$ cat src/rtl/sprite_sched_pkg.sv
// Shared constants and the per-object configuration record for the sprite scheduler.
package sprite_sched_pkg;

    localparam int unsigned NUM_OBJ  = 4;
    localparam int unsigned SPR_W    = 16;
    localparam int unsigned SPR_H    = 16;
    localparam int unsigned NUM_IMG  = 16;
    localparam int unsigned V_ACTIVE = 480;
    localparam int unsigned IMG_W    = $clog2(NUM_IMG);
    localparam int unsigned ROM_AW   = $clog2(NUM_IMG * SPR_W * SPR_H);

    typedef struct packed {
        logic             en;
        logic [9:0]       x;
        logic [9:0]       y;
        logic [IMG_W-1:0] img;
    } obj_cfg_t;

endpackage

$ cat src/rtl/sprite_hit_test.sv
// Coverage test for one object against the current pixel, plus its ROM address.
module sprite_hit_test
    import sprite_sched_pkg::*;
(
    input  obj_cfg_t          obj,
    input  logic [9:0]        draw_x,
    input  logic [9:0]        draw_y,
    output logic              hit,
    output logic [ROM_AW-1:0] addr
);

    localparam int unsigned CB = $clog2(SPR_W);
    localparam int unsigned RB = $clog2(SPR_H);

    logic [10:0]   px, py, x0, y0;
    logic [CB-1:0] col_off;
    logic [RB-1:0] row_off;

    // 11-bit compare keeps objects near column 1023 from wrapping onto column 0
    assign px = {1'b0, draw_x};
    assign py = {1'b0, draw_y};
    assign x0 = {1'b0, obj.x};
    assign y0 = {1'b0, obj.y};

    assign hit = obj.en && (px >= x0) && (px < x0 + 11'(SPR_W))
                        && (py >= y0) && (py < y0 + 11'(SPR_H));

    // Power-of-two sprite size: low bits of the difference are the local offset
    assign col_off = draw_x[CB-1:0] - obj.x[CB-1:0];
    assign row_off = draw_y[RB-1:0] - obj.y[RB-1:0];
    assign addr    = {obj.img, row_off, col_off};

endmodule

$ cat src/rtl/sprite_layer_scheduler.sv
// Per-pixel sprite arbitration over a shared synchronous ROM, with shadowed
// object tables committed at the start of vertical blank.
module sprite_layer_scheduler #(
    parameter int unsigned NUM_OBJ  = 4,
    parameter int unsigned SPR_W    = 16,
    parameter int unsigned SPR_H    = 16,
    parameter int unsigned NUM_IMG  = 16,
    parameter int unsigned V_ACTIVE = 480
) (
    input  logic                                  vga_clk,
    input  logic                                  reset_n,
    input  logic [9:0]                            DrawX,
    input  logic [9:0]                            DrawY,
    input  logic                                  blank,
    input  logic                                  cfg_valid,
    output logic                                  cfg_ready,
    input  logic [$clog2(NUM_OBJ)-1:0]            cfg_obj,
    input  logic                                  cfg_en,
    input  logic [9:0]                            cfg_x,
    input  logic [9:0]                            cfg_y,
    input  logic [$clog2(NUM_IMG)-1:0]            cfg_img,
    output logic [$clog2(NUM_IMG*SPR_W*SPR_H)-1:0] rom_addr,
    input  logic [3:0]                            rom_q,
    output logic [3:0]                            pix_index,
    output logic                                  pix_hit,
    output logic [$clog2(NUM_OBJ)-1:0]            pix_obj,
    output logic                                  blank_out,
    output logic [7:0]                            frame_cnt
);

    import sprite_sched_pkg::*;

    localparam int unsigned OW = $clog2(NUM_OBJ);

    obj_cfg_t          shadow [NUM_OBJ];
    obj_cfg_t          active [NUM_OBJ];
    logic              ready_en;
    logic              commit;
    logic [NUM_OBJ-1:0] obj_hit;
    logic [ROM_AW-1:0] obj_addr [NUM_OBJ];

    logic              win_hit;
    logic [OW-1:0]     win_obj;
    logic [ROM_AW-1:0] win_addr;

    logic              s1_hit, s1_blank;
    logic [OW-1:0]     s1_obj;
    logic              s2_hit, s2_blank;
    logic [OW-1:0]     s2_obj;

    assign commit    = (DrawX == 10'd0) && (DrawY == 10'(V_ACTIVE));
    assign cfg_ready = ready_en && !commit;

    for (genvar i = 0; i < NUM_OBJ; i++) begin : g_obj
        sprite_hit_test u_hit (
            .obj    (active[i]),
            .draw_x (DrawX),
            .draw_y (DrawY),
            .hit    (obj_hit[i]),
            .addr   (obj_addr[i])
        );
    end

    // Scan from the top index down so the lowest covering index is the last write
    always_comb begin
        win_hit  = 1'b0;
        win_obj  = '0;
        win_addr = '0;
        for (int unsigned i = NUM_OBJ; i > 0; i--) begin
            if (obj_hit[i-1]) begin
                win_hit  = 1'b1;
                win_obj  = OW'(i - 1);
                win_addr = obj_addr[i-1];
            end
        end
    end

    always_ff @(posedge vga_clk or negedge reset_n) begin
        if (!reset_n) begin
            ready_en  <= 1'b0;
            frame_cnt <= '0;
            for (int unsigned i = 0; i < NUM_OBJ; i++) begin
                shadow[i] <= '0;
                active[i] <= '0;
            end
        end else begin
            ready_en <= 1'b1;
            if (cfg_valid && cfg_ready)
                shadow[cfg_obj] <= '{en: cfg_en, x: cfg_x, y: cfg_y, img: cfg_img};
            if (commit) begin
                active    <= shadow;
                frame_cnt <= frame_cnt + 8'd1;
            end
        end
    end

    always_ff @(posedge vga_clk or negedge reset_n) begin
        if (!reset_n) begin
            rom_addr  <= '0;
            s1_hit    <= 1'b0;
            s1_obj    <= '0;
            s1_blank  <= 1'b0;
            s2_hit    <= 1'b0;
            s2_obj    <= '0;
            s2_blank  <= 1'b0;
            pix_index <= '0;
            pix_hit   <= 1'b0;
            pix_obj   <= '0;
            blank_out <= 1'b0;
        end else begin
            if (win_hit)
                rom_addr <= win_addr;
            s1_hit    <= win_hit;
            s1_obj    <= win_obj;
            s1_blank  <= blank;
            s2_hit    <= s1_hit;
            s2_obj    <= s1_obj;
            s2_blank  <= s1_blank;
            pix_index <= (s2_hit && s2_blank) ? rom_q : '0;
            pix_hit   <= s2_hit && s2_blank && (rom_q != '0);
            pix_obj   <= (s2_hit && s2_blank && (rom_q != '0)) ? s2_obj : '0;
            blank_out <= s2_blank;
        end
    end

endmodule

$ cat config.mk
export PLATFORM = sky130hd
export DESIGN_NAME = sprite_layer_scheduler
export DESIGN_NICKNAME = d
export VERILOG_FILES = /design/src/rtl/sprite_sched_pkg.sv /design/src/rtl/sprite_hit_test.sv /design/src/rtl/sprite_layer_scheduler.sv
export SDC_FILE = /design/constraint.sdc
export NUM_CORES = 1
export LEC_CHECK = 0
export ABC_AREA = 1
export BUFFER_PORTS_ARGS = -buffer_cell sky130_fd_sc_hd__buf_2
export CAP_MARGIN = 25
export CORE_MARGIN = 10
export CORE_UTILIZATION = 45
export DETAILED_ROUTE_END_ITERATION = 10
export PLACE_DENSITY_LB_ADDON = 0.08
export REMOVE_ABC_BUFFERS = 1
export SETUP_SLACK_MARGIN = 0.15
export SLEW_MARGIN = 20
export SYNTH_ARGS = -nofsm -noshare
export SYNTH_HDL_FRONTEND = slang
export SYNTH_SLANG_ARGS = --single-unit
$ cat constraint.sdc
create_clock -name vga_clk -period 4.9 [get_ports vga_clk]
set_input_delay 0.245 -clock vga_clk [delete_from_list [all_inputs] [get_ports vga_clk]]
set_output_delay 0.245 -clock vga_clk [all_outputs]
set_load 0.03 [all_outputs]
## Word-level counts from Yosys, hierarchy flattened

Cells that the tools add are included.
W data, S select, Z words.

| word-level totals | value |
|---|---|
| flip-flop bits (word level) | 237 |
| bits of input ports | 55 |
| output and inout port bits | 29 |

| cells by class | value |
|---|---|
| $add $sub $neg | 17 |
| order comparisons | 18 |
| equal/unequal tests | 1 |
| muxes and demuxes | 17 |
| bitwise gates (word level) | 1 |
| reduce and logical (&&, ||, !) cells | 25 |

Operators by type and width:

| kind | count |
|---|---|
| $bwmux W100 | 1 |
| $add A10 B5 Y11 const B | 8 |
| $lt A10 B11 Y1 | 8 |
| $ge A10 B10 Y1 | 8 |
| $demux W25 S2 | 1 |
| $mux W12 | 4 |
| $sub A4 B4 Y4 | 8 |
| $mux W25 | 1 |
| $logic_and A1 B1 Y1 | 22 |
| $eq A10 B9 Y1 const B | 1 |
| $logic_not A10 Y1 | 1 |
| $mux W2 | 5 |
| $add A8 B1 Y8 const B | 1 |
| $mux W1 | 4 |
| $mux W4 | 1 |
| $reduce_bool A4 Y1 | 1 |
| $ge A3 B3 Y1 const B | 1 |
| $lt A3 B1 Y1 const B | 1 |
| $not A2 Y3 | 1 |
| $logic_not A1 Y1 | 1 |

## Longest topological paths before layout

| depth | value |
|---|---|
| depth in word-level cells | 9 |
| mapped depth | 19 |
| mapped depth without buffers | 19 |

## Hierarchy

A second synthesis with hierarchy kept.

| unflattened totals | value |
|---|---|
| cell total of the unflattened synthesis | 1775 |
| area total of the unflattened synthesis | 13953.4 um^2 |

Modules (own cells, without submodules):

| module | instances | cells each | area each (um^2) |
|---|---|---|---|
| sprite_layer_scheduler | 1 | 1058 | 9302.7 |
| sprite_hit_test (g_obj[2].u_hit ...) | 2 | 180 | 1168.6 |
| sprite_hit_test (g_obj[0].u_hit) | 1 | 180 | 1161.1 |
| sprite_hit_test (g_obj[1].u_hit) | 1 | 177 | 1152.4 |

## Worst setup path before layout

OpenSTA, ideal clock, no wires.

| timing | value |
|---|---|
| kind | flip-flop to flip-flop |
| start point | reg active[43] (netlist bit) |
| end point | reg rom_addr[11] |
| library setup time | 124 ps |
| arrival | 2208 ps |
| required time | 4776 ps |
| slack | 2567 ps |
| cell stages (with the launch flop) | 17 |
| path buffers | 1 |
| clock period less this slack | 2333 ps |
| path through | dfrtp_1 ha_1 nand3_1 xor2_1 ha_1 a21o_1 nand3_1 nand2_1 nor2_1 nand2_1 nor2_4 nand3_4 nand2_1 nor2_4 buf_6 nand2_1 nand3_1 |

| on the way | value |
|---|---|
| cells in the longest elaborated chain, start to end | 8 |

Ends and longest elaborated chain:

| item | line | RTL |
|---|---|---|
| start: declaration | sprite_layer_scheduler.sv:36 | `obj_cfg_t active [NUM_OBJ];` |
| start signal: assignment | sprite_layer_scheduler.sv:91 | `active <= shadow;` |
| $add A10 B5 Y11 / $ge A10 B10 Y1 (equally long branches) | sprite_hit_test.sv:25 | `assign hit = obj.en && (px >= x0) && (px < x0 + 11'(SPR_W))` |
| $lt A10 B11 Y1 / $logic_and A1 B1 Y1 (equally long branches) | sprite_hit_test.sv:25 |  |
| $logic_and A1 B1 Y1 (*) | sprite_hit_test.sv:25 |  |
| $logic_and A1 B1 Y1 (*) (2 in series) | sprite_hit_test.sv:26 | `&& (py >= y0) && (py < y0 + 11'(SPR_H));` |
| $mux W12 / $mux W1 (equally long branches) (3 in series) | sprite_layer_scheduler.sv:70 | `if (obj_hit[i-1]) begin` |
| end signal: assignment | sprite_layer_scheduler.sv:112 | `rom_addr <= win_addr;` |
| end: declaration | sprite_layer_scheduler.sv:22 | `output logic [$clog2(NUM_IMG*SPR_W*SPR_H)-1:0] rom_addr,` |

Every way passes the cells marked *; elsewhere a longest branch is shown, timed or not.
A chain may end at the register's enable or synchronous reset.

## Worst setup path in the final report

| timing | value |
|---|---|
| start point | reg active[18] (netlist bit) |
| end point | reg rom_addr[2] |

| on the way | value |
|---|---|
| cells in the longest elaborated chain, start to end | 9 |

Ends and longest elaborated chain:

| item | line |
|---|---|
| $add A10 B5 Y11 / $ge A10 B10 Y1 (equally long branches) | sprite_hit_test.sv:25 |
| $lt A10 B11 Y1 / $logic_and A1 B1 Y1 (equally long branches) | sprite_hit_test.sv:25 |
| $logic_and A1 B1 Y1 (*) | sprite_hit_test.sv:25 |
| $logic_and A1 B1 Y1 (*) (2 in series) | sprite_hit_test.sv:26 |
| $mux W12 / $mux W1 (equally long branches) (4 in series) | sprite_layer_scheduler.sv:70 |

Marked as above.

==> out/qor.csv <==
metric;value;unit
die outline height;194;um
endpoint type of the worst setup path;register;
HPWL Detailed;24200;um
Area growth syn-to-layout;15.2;%
status;finished clean;
share of cells above drive strength 1;0.0918;
number of placed cells counting well taps;2096;
clock buffers created by TritonCTS;28;
DRC viols;0;
total vias in the final route;10700;
Root Buffer Master;sky130_fd_sc_hd__clkbuf_16;
number of global-route vias before repair;10500;
Fin. Hold Viols;0;
cell count after synthesis;1664;
aggregate negative setup slack;0;ps
Primary FF master, synth;sky130_fd_sc_hd__dfrtp_1;
RSZ-0062 raised after global routing;false;
pins over their slew limit;0;
initial antenna violation count;0;
global-route wire length before repair;57100;um
starting density of the core;0.459;
number of nets with antenna violations after routing;0;
placeable core region;29800;um2
number of enable flip-flop cells after synthesis;0;
largest net degree at the start of global routing;204;
maximum fanout encountered on the critical timing path;17;
clock input transition at the sequential cells of the worst setup and hold paths;60;ps
FILL cells;2916;
I/O pins;84;
top cells by area in the synthesized netlist;sky130_fd_sc_hd__dfrtp_1 (43%), sky130_fd_sc_hd__ha_1 (13%), sky130_fd_sc_hd__nand2_1 (11%);
required time worst endpoint;5310;ps
worst slew slack as a fraction of its limit;0.426;
family with the most delay on the worst path;simple AND/OR/NAND/NOR gates;
cell area after synthesis;13700;um2
cell taking the most area after synthesis;sky130_fd_sc_hd__dfrtp_1;
sequential cell area fraction in the yosys report;0.434;
WS Path Type;register to register;
WHS;305;ps
average cell area after synthesis;8.22;um2
maximum buffer depth of the clock tree;3;
worst-skew pair later-pin latency;540;ps
number of gates resized after cts;0;
type of the worst min-delay path;primary input to async pin;
die span in x;194;um
Port-buffer cells;83;
total global routing track utilization;0.181;
Tcrit/Tclk final;0.604;
synthesis warning total;0;
Critical Path AT;3370;ps
non-filler cells, final;2177;
Setup Viol. Count Final;0;
CP startpoint kind;register;
number of distinct standard cells referenced by the synthesized netlist;39;
sum of routed wire length over all layers;34600;um
last weighted congestion value of the routability-driven placer;0.852;
ratio of total power to cell area;307;nW/um2
first-pass detailed-route iteration total;5;
clock net sink count;237;
Synth async-reset ratio;1.00;
Worst path max stage delay;570;ps
count of buffering cells on the critical path with inverters included;1;
maximum clock frequency;0.338;GHz
die area;37800;um2
average wire per standard cell;15.9;um
leakage power;7.63;nW
Max IR drop VDD;0.222;mV
cell type of the slowest stage on the worst timing path;sky130_fd_sc_hd__nor2_2;
time the final worst path needs with I/O delays and setup;2960;ps
final net count;1967;
detail-routed via count per cell;4.93;
TritonCTS clock tree;done;
diodes inserted;0;
critical-path cell list;ha_1, nand3_1, xor2_1, ha_1, a21oi_1, o21bai_1, a21boi_1, nand4_1, nor2_2, inv_1, nand2_1, nor2_4, nand2_1, nand3_1;
H-tree levels;1;
Starting DRT DRC Count;694;
Max-Cap Viols;0;
Worst Tran Pin Value;853;ps
skew final;12.4;ps
GRT Residual Overflow;0;
standard-cell row count;63;
#FFs+latches synth;237;
share of the synthesized area in the top cell type;0.434;
-- timing repair --
action	in CTS	in global routing
hold endpoints to repair	195	0
hold buffers	31	0
setup buffers	0	0
-- kinds of logic after synthesis --
group,synth area share
compound gates,0.111
buf+inv,0.0888
fa+ha+maj,0.137
flops,0.434
xor+xnor,0.0333
other cells,0.000274
simple gates,0.195
-- area by class of cell --
type	instances	area [um2]	share of cell area
tap	390	488	0.0310
multi-input combinational	1116	6560	0.417
timing repair buffer	121	813	0.0517
clock inverter	13	138	0.00874
clock buffer	37	826	0.0525
inverter	263	988	0.0628
sequential	237	5930	0.377
-- registers in the layout, summed over array words and instances (netlist names), 2 cells and up --
register	count
pix_obj	2
pix_index	4
frame_cnt	8
rom_addr	12
s1_obj	2
shadow	100
s2_obj	2
active	100
-- stage by stage --
| step | power, mW | utilization | instance area, um2 | setup slack (ps) |
|---|---|---|---|---|
| 2_1_floorplan | 2.51 | - | 13400 | 442 |
| 3_3_place_gp | 2.71 | 0.486 | 14500 | 2040 |
| 3_5_place_dp | 2.72 | 0.486 | 14500 | 1970 |
| 4_1_cts | 4.92 | 0.528 | 15700 | 1950 |
| 5_1_grt | 5.09 | 0.528 | 15700 | 1670 |
| 6_report | 4.84 | 0.528 | 15700 | 1940 |
-- layer usage --
layer	vias up	track usage	share of wire
li1	5552	-	-
met1	4990	0.270	0.52
met2	163	0.276	0.43
met3	35	0.0256	0.040
met4	0	0.0292	0.013
met5	-	0	0
-- worst paths after layout --
path	to	start	slack (ps)	depth (start not counted)
max in group asynchronous	shadow[14]$_DFFE_PN0P_	reset_n	3430	3
min in group vga_clk	frame_cnt[1]$_DFFE_PN0P_	DrawX[3]	310	6
hold / removal	shadow[88]$_DFFE_PN0P_	reset_n	310	2
setup reg to reg	rom_addr[2]$_DFFE_PN0P_	active[18]$_DFFE_PN0P_	1940	14
setup / recovery	rom_addr[2]$_DFFE_PN0P_	active[18]$_DFFE_PN0P_	1940	14
hold reg to reg	s2_blank$_DFF_PN0_	s1_blank$_DFF_PN0_	360	0
-- placed cells by master (no fill, tap or decap), types with 4 or more instances in the layout --
| cell | n |
|---|---|
| sky130_fd_sc_hd__nor3_4 | 4 |
| sky130_fd_sc_hd__o21ai_1 | 32 |
| sky130_fd_sc_hd__buf_2 | 82 |
| sky130_fd_sc_hd__clkbuf_16 | 29 |
| sky130_fd_sc_hd__dlygate4sd3_1 | 31 |
| sky130_fd_sc_hd__inv_1 | 258 |
| sky130_fd_sc_hd__xor2_1 | 37 |
| sky130_fd_sc_hd__nor4_1 | 6 |
| sky130_fd_sc_hd__clkinv_2 | 5 |
| sky130_fd_sc_hd__a21oi_1 | 54 |
| sky130_fd_sc_hd__o21ai_0 | 191 |
| sky130_fd_sc_hd__ha_1 | 137 |
| sky130_fd_sc_hd__nand4_1 | 25 |
| sky130_fd_sc_hd__nand3_1 | 76 |
| sky130_fd_sc_hd__o21a_1 | 7 |
| sky130_fd_sc_hd__nand2_1 | 402 |
| sky130_fd_sc_hd__nand3b_1 | 8 |
| sky130_fd_sc_hd__dfrtp_1 | 237 |
| sky130_fd_sc_hd__fa_1 | 8 |
| sky130_fd_sc_hd__a21o_1 | 4 |
| sky130_fd_sc_hd__nor2_2 | 4 |
| sky130_fd_sc_hd__nor3_1 | 14 |
| sky130_fd_sc_hd__nor2_1 | 68 |
| sky130_fd_sc_hd__xnor2_1 | 15 |
| sky130_fd_sc_hd__buf_4 | 5 |
| sky130_fd_sc_hd__clkbuf_8 | 7 |
-- where the power goes --
group | switching (mW) | internal [mW]
logic | 0.339 | 0.189
registers | 0.0415 | 2.13
clock network | 0.855 | 1.29
total | 1.24 | 3.60
-- cell usage after synthesis, types with 15 or more instances --
library cell	number
sky130_fd_sc_hd__o21ai_0	191
sky130_fd_sc_hd__nor2_1	68
sky130_fd_sc_hd__clkbuf_1	34
sky130_fd_sc_hd__xor2_1	37
sky130_fd_sc_hd__o21ai_1	32
sky130_fd_sc_hd__ha_1	137
sky130_fd_sc_hd__nand3_1	76
sky130_fd_sc_hd__a21oi_1	54
sky130_fd_sc_hd__nand4_1	25
sky130_fd_sc_hd__dfrtp_1	237
sky130_fd_sc_hd__xnor2_1	15
sky130_fd_sc_hd__nand2_1	402
sky130_fd_sc_hd__inv_1	258
No activity file was read; power rests on OpenSTA's default activity.
